File: src/rtl/vedic_pkg.sv
// Shared types and width helpers for the Vedic multiply/divide datapath.
// The state encoding is fixed so traces can be read directly.
package vedic_pkg;

    typedef enum logic [1:0] {
        StIdle = 2'd0,
        StCalc = 2'd1,
        StDone = 2'd2
    } state_e;

    function automatic int unsigned dw_of(input int unsigned n);
        return 2 * n;
    endfunction

    function automatic int unsigned cw_of(input int unsigned n);
        return $clog2(2 * n) + 1;
    endfunction

endpackage

File: src/rtl/div_sub_step.sv
// One restoring-division step: trial subtract of the divisor from the shifted
// partial remainder, built as a ripple of full adders on the inverted divisor.
module div_sub_step #(
    parameter int unsigned N = 4
) (
    input  logic [N:0]   rem,
    input  logic [N-1:0] div,
    output logic [N-1:0] rem_next,
    output logic         q_bit
);

    logic [N-1:0] div_inv;
    logic [N-1:0] diff;
    logic [N:0]   carry;

    assign div_inv  = ~div;
    assign carry[0] = 1'b1;

    for (genvar i = 0; i < N; i++) begin : g_fa
        assign diff[i]      = rem[i] ^ div_inv[i] ^ carry[i];
        assign carry[i + 1] = (rem[i] & div_inv[i]) | (carry[i] & (rem[i] ^ div_inv[i]));
    end

    // Top bit of the padded divisor is 0 (inverted: 1), so the final stage
    // reduces to an OR. Carry-out set means no borrow.
    assign q_bit = rem[N] | carry[N];

    // A clear q_bit implies rem < div < 2^N, so rem's low N bits are the
    // restored value.
    assign rem_next = q_bit ? diff : rem[N-1:0];

endmodule

File: src/rtl/vedic_div_seq.sv
// Sequential unsigned restoring divider: 2N-bit dividend by N-bit divisor,
// one quotient bit per clock, MSB first, with valid/ready on both sides.
module vedic_div_seq
    import vedic_pkg::*;
#(
    parameter int unsigned  N  = 4,
    localparam int unsigned DW = dw_of(N),
    localparam int unsigned CW = cw_of(N)
) (
    input  logic          clk,
    input  logic          rst,
    input  logic          in_valid,
    output logic          in_ready,
    input  logic [DW-1:0] dividend,
    input  logic [N-1:0]  divisor,
    output logic          out_valid,
    input  logic          out_ready,
    output logic [DW-1:0] quotient,
    output logic [N-1:0]  remainder,
    output logic          div_by_zero
);

    state_e        state_q, state_d;
    logic [DW-1:0] q_q, q_d;
    logic [N-1:0]  d_q, d_d;
    logic [N-1:0]  r_q, r_d;
    logic [CW-1:0] cnt_q, cnt_d;
    logic          dbz_q, dbz_d;

    logic [N:0]   r_shift;
    logic [N-1:0] step_rem;
    logic         step_q;

    // Stored remainder is always below the divisor, so N bits suffice; the
    // shifted trial value needs one extra.
    assign r_shift = {r_q, q_q[DW-1]};

    div_sub_step #(
        .N(N)
    ) u_step (
        .rem      (r_shift),
        .div      (d_q),
        .rem_next (step_rem),
        .q_bit    (step_q)
    );

    always_comb begin
        state_d = state_q;
        q_d     = q_q;
        d_d     = d_q;
        r_d     = r_q;
        cnt_d   = cnt_q;
        dbz_d   = dbz_q;
        case (state_q)
            StIdle: begin
                if (in_valid) begin
                    d_d   = divisor;
                    cnt_d = '0;
                    if (divisor == '0) begin
                        q_d     = '1;
                        r_d     = dividend[N-1:0];
                        dbz_d   = 1'b1;
                        state_d = StDone;
                    end else begin
                        q_d     = dividend;
                        r_d     = '0;
                        dbz_d   = 1'b0;
                        state_d = StCalc;
                    end
                end
            end
            StCalc: begin
                q_d   = {q_q[DW-2:0], step_q};
                r_d   = step_rem;
                cnt_d = cnt_q + CW'(1);
                if (cnt_q == CW'(DW - 1)) begin
                    state_d = StDone;
                end
            end
            StDone: begin
                if (out_ready) begin
                    state_d = StIdle;
                end
            end
            default: state_d = StIdle;
        endcase
    end

    always_ff @(posedge clk) begin
        if (rst) begin
            state_q <= StIdle;
            q_q     <= '0;
            d_q     <= '0;
            r_q     <= '0;
            cnt_q   <= '0;
            dbz_q   <= 1'b0;
        end else begin
            state_q <= state_d;
            q_q     <= q_d;
            d_q     <= d_d;
            r_q     <= r_d;
            cnt_q   <= cnt_d;
            dbz_q   <= dbz_d;
        end
    end

    assign in_ready    = (state_q == StIdle);
    assign out_valid   = (state_q == StDone);
    assign quotient    = q_q;
    assign remainder   = r_q;
    assign div_by_zero = dbz_q;

endmodule

File: config.mk
export PLATFORM = sky130hd
export DESIGN_NAME = vedic_div_seq
export DESIGN_NICKNAME = d
export VERILOG_FILES = /design/src/rtl/vedic_pkg.sv /design/src/rtl/div_sub_step.sv /design/src/rtl/vedic_div_seq.sv
export SDC_FILE = /design/constraint.sdc
export NUM_CORES = 1
export LEC_CHECK = 0
export CAP_MARGIN = 0
export CORE_MARGIN = 1.5
export CORE_UTILIZATION = 52
export DETAILED_ROUTE_END_ITERATION = 7
export MAX_ROUTING_LAYER = met4
export PLACE_DENSITY = 0.84
export SLEW_MARGIN = 20
export SYNTH_ARGS = -nofsm -noshare
export SYNTH_HDL_FRONTEND = slang
export SYNTH_HIERARCHICAL = 1
export SYNTH_SLANG_ARGS = --single-unit
File: constraint.sdc
create_clock -name clk -period 3.9 [get_ports clk]
set_input_delay 0.39 -clock clk [delete_from_list [all_inputs] [get_ports clk]]
set_output_delay 0.39 -clock clk [all_outputs]
set_load 0.01 [all_outputs]
; ---- Yosys cells after proc, flatten, opt, wreduce, memory -nomap -nowiden
; Index checks and enable logic that the tools add are counted.
[word_totals]
ff_bits = 23
word_cells = 55
[op_classes]
eq_ne = 6
n_reduce_logical = 6
bitwise = 21
muxes = 15
n_addsub = 1
[ops]
columns = operator, count
row1 = $mux W4, 4
row2 = $mux W8, 2
row3 = $pmux W4 S2, 2
row4 = $pmux W8 S2, 1
row5 = $mux W2, 4
row6 = $and A1 B1 Y1, 7
row7 = $xor A1 B1 Y1, 7
row8 = $pmux W2 S3, 1
row9 = $or A1 B1 Y1, 5
row10 = $add A4 B1 Y4 const B, 1
row11 = $eq A4 B3 Y1 const B, 1
row12 = $logic_not A4 Y1, 1
row13 = $ne A2 B2 Y1 const B, 2
row14 = $not A4 Y4, 1
row15 = $reduce_and A2 Y1, 2
row16 = $reduce_and A3 Y1, 1
row17 = $eq A2 B1 Y1 const B, 1
row18 = $eq A2 B2 Y1 const B, 1
row19 = $logic_not A2 Y1, 1
row20 = $ne A2 B1 Y1 const B, 1
row21 = $reduce_bool A2 Y1, 1
row22 = $mux W1, 1
row23 = $not A1 Y1, 1

; ---- Depth between registers and ports, before layout
; Gate-level depths: netlist of run 1.
[logic_depth]
word_depth = 12
depth_mapped = 14
ltp_nobuf = 14

; ---- Modules after synthesis
; The synthesis of run 1 kept the hierarchy.
[modules_own_cells]
columns = mod, instances, seq_area_each_um2, cells_per_inst, area_per_inst_um2
row1 = vedic_div_seq, 1, 460.4, 119, 1097.3
row2 = div_sub_step, 1, 0.0, 19, 151.4

; ---- Worst setup path after synthesis of run 1
; No wires, ideal clock.
[synth_timing]
path_kind = register to register
start = register q_q[7] (netlist: quotient[7])
end = register r_q[1] (netlist: remainder[1])
n_path_buf = 0
slack_ns = 1.495
t_arrival_ns = 2.270
setup_ns = 0.135
path_stages_with_launch = 13
required_time_ns = 3.765
path_cell_list = dfxtp_1 inv_1 ha_1 inv_1 fa_1 inv_1 fa_1 inv_1 fa_1 nor2_2 mux2_1 a32oi_1 a211oi_1
[synth_via]
elab_chain_len = 11
word_cells_on_any_way = 13
classes_between = mux: 2 / bitwise: 11
[synth_lines]
columns = item, line
row1 = from (decl), vedic_div_seq.sv:24  ; logic [DW-1:0] q_q, q_d;
row2 = from (signal assigned), vedic_div_seq.sv:99  ; q_q <= q_d;
row3 = $and A1 B1 Y1 or $xor A1 B1 Y1 (tied branches), div_sub_step.sv:21  ; assign carry[i + 1] = (rem[i] & div_inv[i]) | (carry[i] & (rem[i] ^ div_inv[i]));
row4 = $or A1 B1 Y1 *, div_sub_step.sv:21
row5 = $and A1 B1 Y1, div_sub_step.sv:21
row6 = $or A1 B1 Y1, div_sub_step.sv:21
row7 = $and A1 B1 Y1, div_sub_step.sv:21
row8 = $or A1 B1 Y1, div_sub_step.sv:21
row9 = $and A1 B1 Y1, div_sub_step.sv:21
row10 = $or A1 B1 Y1, div_sub_step.sv:21
row11 = $or A1 B1 Y1, div_sub_step.sv:26  ; assign q_bit = rem[N] | carry[N];
row12 = $mux W4 *, div_sub_step.sv:30  ; assign rem_next = q_bit ? diff : rem[N-1:0];
row13 = named net step_rem[1], vedic_div_seq.sv:31  ; logic [N-1:0] step_rem;
row14 = $pmux W4 S2 *, vedic_div_seq.sv:54  ; case (state_q)
row15 = to (signal assigned), vedic_div_seq.sv:101  ; r_q <= r_d;
row16 = to (decl), vedic_div_seq.sv:26  ; logic [N-1:0] r_q, r_d;
; Mark *: on every way through the listed nets, which the timed path passes. The rest lies on a longest branch.
; A chain may end at the register's enable or synchronous reset.

; ---- Final worst setup path of run 1
[layout_timing]
start = register q_q[7] (netlist: quotient[7])
end = register r_q[3] (netlist: remainder[3])
[layout_via]
elab_chain_len = 11
word_cells_on_any_way = 13
classes_between = mux: 2 / bitwise: 11
[layout_lines]
columns = item, line
row1 = $and A1 B1 Y1 or $xor A1 B1 Y1 (tied branches), div_sub_step.sv:21
row2 = $or A1 B1 Y1 *, div_sub_step.sv:21
row3 = $and A1 B1 Y1 *, div_sub_step.sv:21
row4 = $or A1 B1 Y1 *, div_sub_step.sv:21
row5 = $and A1 B1 Y1 *, div_sub_step.sv:21
row6 = $or A1 B1 Y1 *, div_sub_step.sv:21
row7 = $and A1 B1 Y1, div_sub_step.sv:21
row8 = $or A1 B1 Y1, div_sub_step.sv:21
row9 = $or A1 B1 Y1, div_sub_step.sv:26
row10 = $mux W4 *, div_sub_step.sv:30
row11 = named net step_rem[3], vedic_div_seq.sv:31
row12 = $pmux W4 S2 *, vedic_div_seq.sv:54
; Marks and branches as above.

==> reports/qor.csv, run 1 <==
metric,value,unit
Util after Layout,0.7031,
clock root cell,clkbuf_4,
Pwr Density,335.5,mW/mm^2
Max Fclk,373.7,MHz
core footprint,0.002233,sq mm
antenna cells,0,
most frequent CP cell,inv_1,
cells after synthesis,138,
initial antenna violation count,0,
yosys warns,6,
"antenna viol nets, final",0,
Comb pwr share,0.276,
HPWL Detailed,1972,um
post-synth top area share,0.3687,
setup_tns,0,ns
CTS tree,done,
RSZ-0062 raised after global routing,false,
Post-Synthesis Net Count,159,
clock share of power,0.208,
initial core utilization,0.5591,
largest net degree at the start of global routing,24,
clk_lat worst skew,0.31,ns
CTS Hold Bufs,0,
Die W,52.01,um
final-report hold violation count,0,
Max Cap Viol,0,
DP Area,0.001544,sq mm
Final setup viols,0,
vias in the first global route,1073,
Post-CTS Setup Inserts,0,
WL/cell,13.93,um
leakage,0.5589,nW
P&R area growth vs syn,25.75,%
Die Y,52.01,um
max_slew headroom,0.4159,
Crit-path slowest cell,fa_1,
synthesized flop and latch total,23,
Inst Count DP,189,
IO Pins,31,
max-slew violations,0,
min cycle time layout,2.676,ns
Worst Skew,0.004877,ns
Slowest Stage Delay on Critical Path,0.42,ns
Place WS,1.273,ns
Reg power frac,0.515,
sw frac,0.2999,
DR vias/cell,5.741,
crit path kind,reg -> reg,
nets@finish,187,
"Cell Count, Final, Fillers Out",193,
Critical Path RT,4.07,ns
final hold slack,0.4862,ns
FP Rows,17,
CP Cell Sequence,inv_1 -> ha_1 -> inv_1 -> fa_1 -> inv_1 -> fa_1 -> inv_1 -> fa_1 -> nor2_2 -> mux2_1 -> a32oi_1 -> a211oi_1,
nature of the critical path endpoint,flop,
"Seq/Total Area, Yosys",0.3687,
total power,526.7,uW
final wirelength,2688,um
Setup WS post-layout,1.224,ns
Peak supply drop,283.8,uV
Worst Path Arrival,2.84,ns
Die ar.,0.002705,sq mm
# port buffers,30,
syn_area_per_cell,9.049,sq um
status,completed,
DRT Pass-1 Iters,5,
CP Launch Type,flop,
CTS sink cnt,23,
P_int,368.8,uW
Global Route Usage Sum,0.2342,
largest area contributor in the netlist,dfxtp_1,
CTS Buf Count,3,
share of layout cells above drive strength 1,0.08485,
fin crit share,0.6862,
Netlist cell types,37,
remaining routing DRC violations,0,
clk slew on worst S/H paths,0.12,ns
Netlist Area Pre-Place,0.001249,sq mm
H-tree Lvls,1,
"Buf+Inv Stages, Crit Path",4,
drt initial violations,26,
GP Congestion,0.8477,
first-pass GRT wire length,4519,um
final instance area,0.001570,sq mm
worst min-delay path class,reg -> reg,
total gr overflow,0,
worst slew pin tran,0.8743,ns
NetSw,158.0,uW
"delay-heaviest family, CP",adder cells,
worst-path fanout max,4,
synth top area cells,"dfxtp_1 37%, a21oi_1 5.2%, fa_1 4.8%",
Bufs on Longest Clock Path,2,
post_cts resized,0,
vias after detailed routing,1108,
==> metal layers <==
metal	routed length, um	part of all wire	global-route usage
met1	1209	0.45	0.2779
met2	1360	0.51	0.3903
met3	100	0.037	0.03736
met4	17	0.0063	0.1053
met5	0	0	-
==> final cells by class <==
type	instances	area, sq um
Timing Repair Buffer	31	307.8
Multi-Input combinational cell	94	691.9
Inverter	13	48.80
Fill cell	187	663.1
Clock buffer	4	26.28
Sequential cell	23	460.4
Tap cell	28	35.03
==> Yosys cell counts <==
library cell  number
dfxtp_1           23
o32ai_1            4
nor2_1            12
buf_4              2
fa_1               3
or4_1              2
clkbuf_1           1
nor2_2             1
nand2b_4           1
o21ai_1            1
nor3_2             2
nand2b_1           5
buf_2              2
nand3_1            4
a211oi_1           2
a32oi_1            2
nor3_1             4
a21oi_1           13
or2_2              1
nor2b_1            3
nor3b_1            1
a211oi_2           2
mux2i_1            6
o21ba_2            1
nand3b_1           3
o21ai_0            5
inv_1             13
mux2_1             2
o21bai_2           1
buf_6              1
nand4b_1           1
nand2_1            2
nor4_4             1
a22oi_1            6
ha_1               2
a31oi_1            1
buf_1              2
==> kinds of logic after synthesis <==
kind of cell,Yosys count,synth area share
buf+inv,21,0.07715
fa+ha+maj,5,0.06813
compound gates,38,0.2084
flops,23,0.3687
mux,8,0.06613
simple gates,43,0.2114
==> power by group through the flow <==
| stage | logic (mW) | registers, mW | clock network [mW] |
|---|---|---|---|
| floorplan | 0.0883 | 0.274 | 0 |
| global placement | 0.141 | 0.276 | 0 |
| detailed placement | 0.145 | 0.277 | 0 |
| CTS | 0.145 | 0.272 | 0.114 |
| global route | 0.162 | 0.274 | 0.121 |
| finish | 0.146 | 0.271 | 0.110 |
==> state kept, by name, indices dropped and copies added, names as in the netlist <==
register / flops
state_q: 2
d_q: 4
div_by_zero: 1
remainder: 4
quotient: 8
cnt_q: 4
==> path summary, 6_finish.rpt <==
path | from | end | slack (ns) | cells after the start
setup / recovery | quotient[7] | remainder[3] | 1.22 | 12
hold / removal | quotient[0] | quotient[0] | 0.49 | 2
setup reg to reg | quotient[7] | remainder[3] | 1.22 | 12
hold reg to reg | quotient[0] | quotient[0] | 0.49 | 2
==> cell usage in the layout, fill, tap and decap left out, drive strengths merged, types with 2 or more instances in the layout <==
| cell type | Yosys | routed |
|---|---|---|
| a21oi | 13 | 13 |
| inv | 13 | 13 |
| o21ai | 6 | 6 |
| a32oi | 2 | 2 |
| mux2i | 6 | 6 |
| clkdlybuf4s50 | 0 | 30 |
| a22oi | 6 | 6 |
| dfxtp | 23 | 23 |
| a211oi | 4 | 4 |
| fa | 3 | 3 |
| nand2b | 6 | 6 |
| mux2 | 2 | 2 |
| nand2 | 2 | 2 |
| nand3b | 3 | 3 |
| clkbuf | 1 | 4 |
| nor2 | 13 | 13 |
| nor2b | 3 | 3 |
| nor3 | 6 | 6 |
| o32ai | 4 | 4 |
| or4 | 2 | 2 |
| ha | 2 | 2 |
| nand3 | 4 | 4 |
==> worst register-to-register path, cell delays in order (launching register included) <==
cell and delay, ns:
dfxtp_1 0.36, inv_1 0.09, ha_1 0.15, inv_1 0.05, fa_1 0.36, inv_1 0.07, fa_1 0.15, inv_1 0.05
fa_1 0.42, nor2_2 0.20, mux2_1 0.34, a32oi_1 0.17, a211oi_1 0.11
No activity file was read; power rests on OpenSTA's default activity.
==> run 2: changes to the inputs <==
CORE_UTILIZATION = 48   (was 52)
PLACE_DENSITY = 0.78   (was 0.84)
clock period = 2.65 ns   (was 3.9 ns; I/O delays follow)
==> reports/qor.csv, run 2 (synthesis gave the netlist of run 1 again) <==
metric,value,unit
final instance area,0.001610,sq mm
P&R area growth vs syn,28.96,%
Inst Count DP,195,
final-report hold violation count,0,
Max Cap Viol,0,
"most common cell after layout, fill and taps aside",clkdlybuf4s50_1,
RSZ-0062 raised after global routing,false,
leakage,0.5795,nW
Peak supply drop,359.2,uV
HPWL Detailed,2103,um
total gr overflow,0,
nets@finish,191,
worst-path fanout max,4,
initial antenna violation count,0,
largest net degree at the start of global routing,19,
"commonest non-fill, non-tap cells in the layout","30 x clkdlybuf4s50_1, 23 x dfxtp_1, 13 x a21oi_1, 13 x inv_1, 12 x nor2_1",
min cycle time layout,2.515,ns
nature of the critical path endpoint,flop,
clk_lat worst skew,0.31,ns
DP Area,0.001577,sq mm
WL/cell,14.16,um
Die Y,54.01,um
worst slew pin tran,0.6705,ns
clk slew on worst S/H paths,0.13,ns
CTS Hold Bufs,0,
drt initial violations,34,
final hold slack,0.4853,ns
vias in the first global route,1051,
Slowest Stage Delay on Critical Path,0.38,ns
fin crit share,0.9492,
worst min-delay path class,reg -> reg,
Die W,54.01,um
vias after detailed routing,1102,
DRT Pass-1 Iters,4,
crit path kind,reg -> reg,
core footprint,0.002477,sq mm
Post-CTS Setup Inserts,0,
Max Fclk,397.6,MHz
final wirelength,2817,um
"Cell Count, Final, Fillers Out",199,
GP Congestion,0.9648,
CP Launch Type,flop,
most frequent CP cell,inv_1,
CTS sink cnt,23,
Final setup viols,0,
max-slew violations,0,
Bufs on Longest Clock Path,2,
share of layout cells above drive strength 1,0.1124,
max reg flops,8,
first-pass GRT wire length,4698,um
FP Rows,18,
# port buffers,30,
IO Pins,31,
setup_tns,0,ns
CTS tree,done,
remaining routing DRC violations,0,
max_slew headroom,0.5496,
Worst Path Arrival,2.71,ns
clock root cell,clkbuf_4,
status,completed,
Die ar.,0.002917,sq mm
Pwr Density,491.5,mW/mm^2
DR vias/cell,5.538,
Worst Skew,0.0007690,ns
H-tree Lvls,1,
Critical Path RT,2.84,ns
antenna cells,0,
post_cts resized,0,
"antenna viol nets, final",0,
CTS Buf Count,3,
initial core utilization,0.5040,
CP Cell Sequence,inv_1 -> ha_1 -> inv_1 -> fa_1 -> inv_1 -> fa_1 -> inv_1 -> fa_2 -> nor2_4 -> mux2_1 -> a32oi_1 -> a211oi_1,
Global Route Usage Sum,0.2229,
Crit-path slowest cell,fa_2,
==> run 2: cell types whose count changed in the layout (fill, tap and decap cells not counted), sizes merged <==
cell  change
buf       +4
==> run 2: worst paths after layout <==
| path | from | end | slack, ns | cells past startpoint |
|---|---|---|---|---|
| setup reg to reg | quotient[7] | remainder[3] | 0.13 | 12 |
| setup / recovery | quotient[7] | remainder[3] | 0.13 | 12 |
| hold / removal | quotient[2] | quotient[2] | 0.49 | 2 |
| hold reg to reg | quotient[2] | quotient[2] | 0.49 | 2 |
==> run 2: report_power, final <==
part	internal [mW]	switching [mW]	total [mW]
registers	0.370	0.0230	0.393
clock network	0.0587	0.105	0.164
logic	0.122	0.113	0.235
==> run 2: final cells by class <==
cell class,instances,area [sq um]
multi-input cells,94,699.4
well taps,30,37.54
fillers,226,867.1
clock buffers,4,26.28
inverters,13,48.80
repair buffers,35,337.8
flip-flops and latches,23,460.4
==> run 2: per-layer routing <==
layer  wire (um)  share of wire  GRT usage  vias to the layer above
met5           0              0          -                        -
met4          21         0.0075    0.07917                        0
met3         174          0.062    0.02778                        4
met2        1370           0.49     0.3598                       43
met1        1250           0.44     0.2867                      502
li1            -              -          -                      553
==> run 2: critical path, delay by kind of cell (launching register included) <==
kind	cells	cell delay, ns
adder cells (fa/ha/maj)	4	1.02
flip-flops	1	0.36
multiplexers	1	0.34
AO/OA/AOI/OAI	2	0.28
buffers and inverters	4	0.25
AND/OR/NAND/NOR	1	0.15
==> run 2: per-stage QoR <==
step / power [mW] / worst slack (ns) / utilization
after floorplan: 0.5327 / 0.2453 / -
after global placement: 0.6199 / 0.1849 / 0.6364
after detailed placement: 0.6263 / 0.1085 / 0.6364
after CTS: 0.7903 / 0.06160 / 0.6470
after global routing: 0.8365 / 0.001022 / 0.6500
final: 0.7915 / 0.1347 / 0.6500
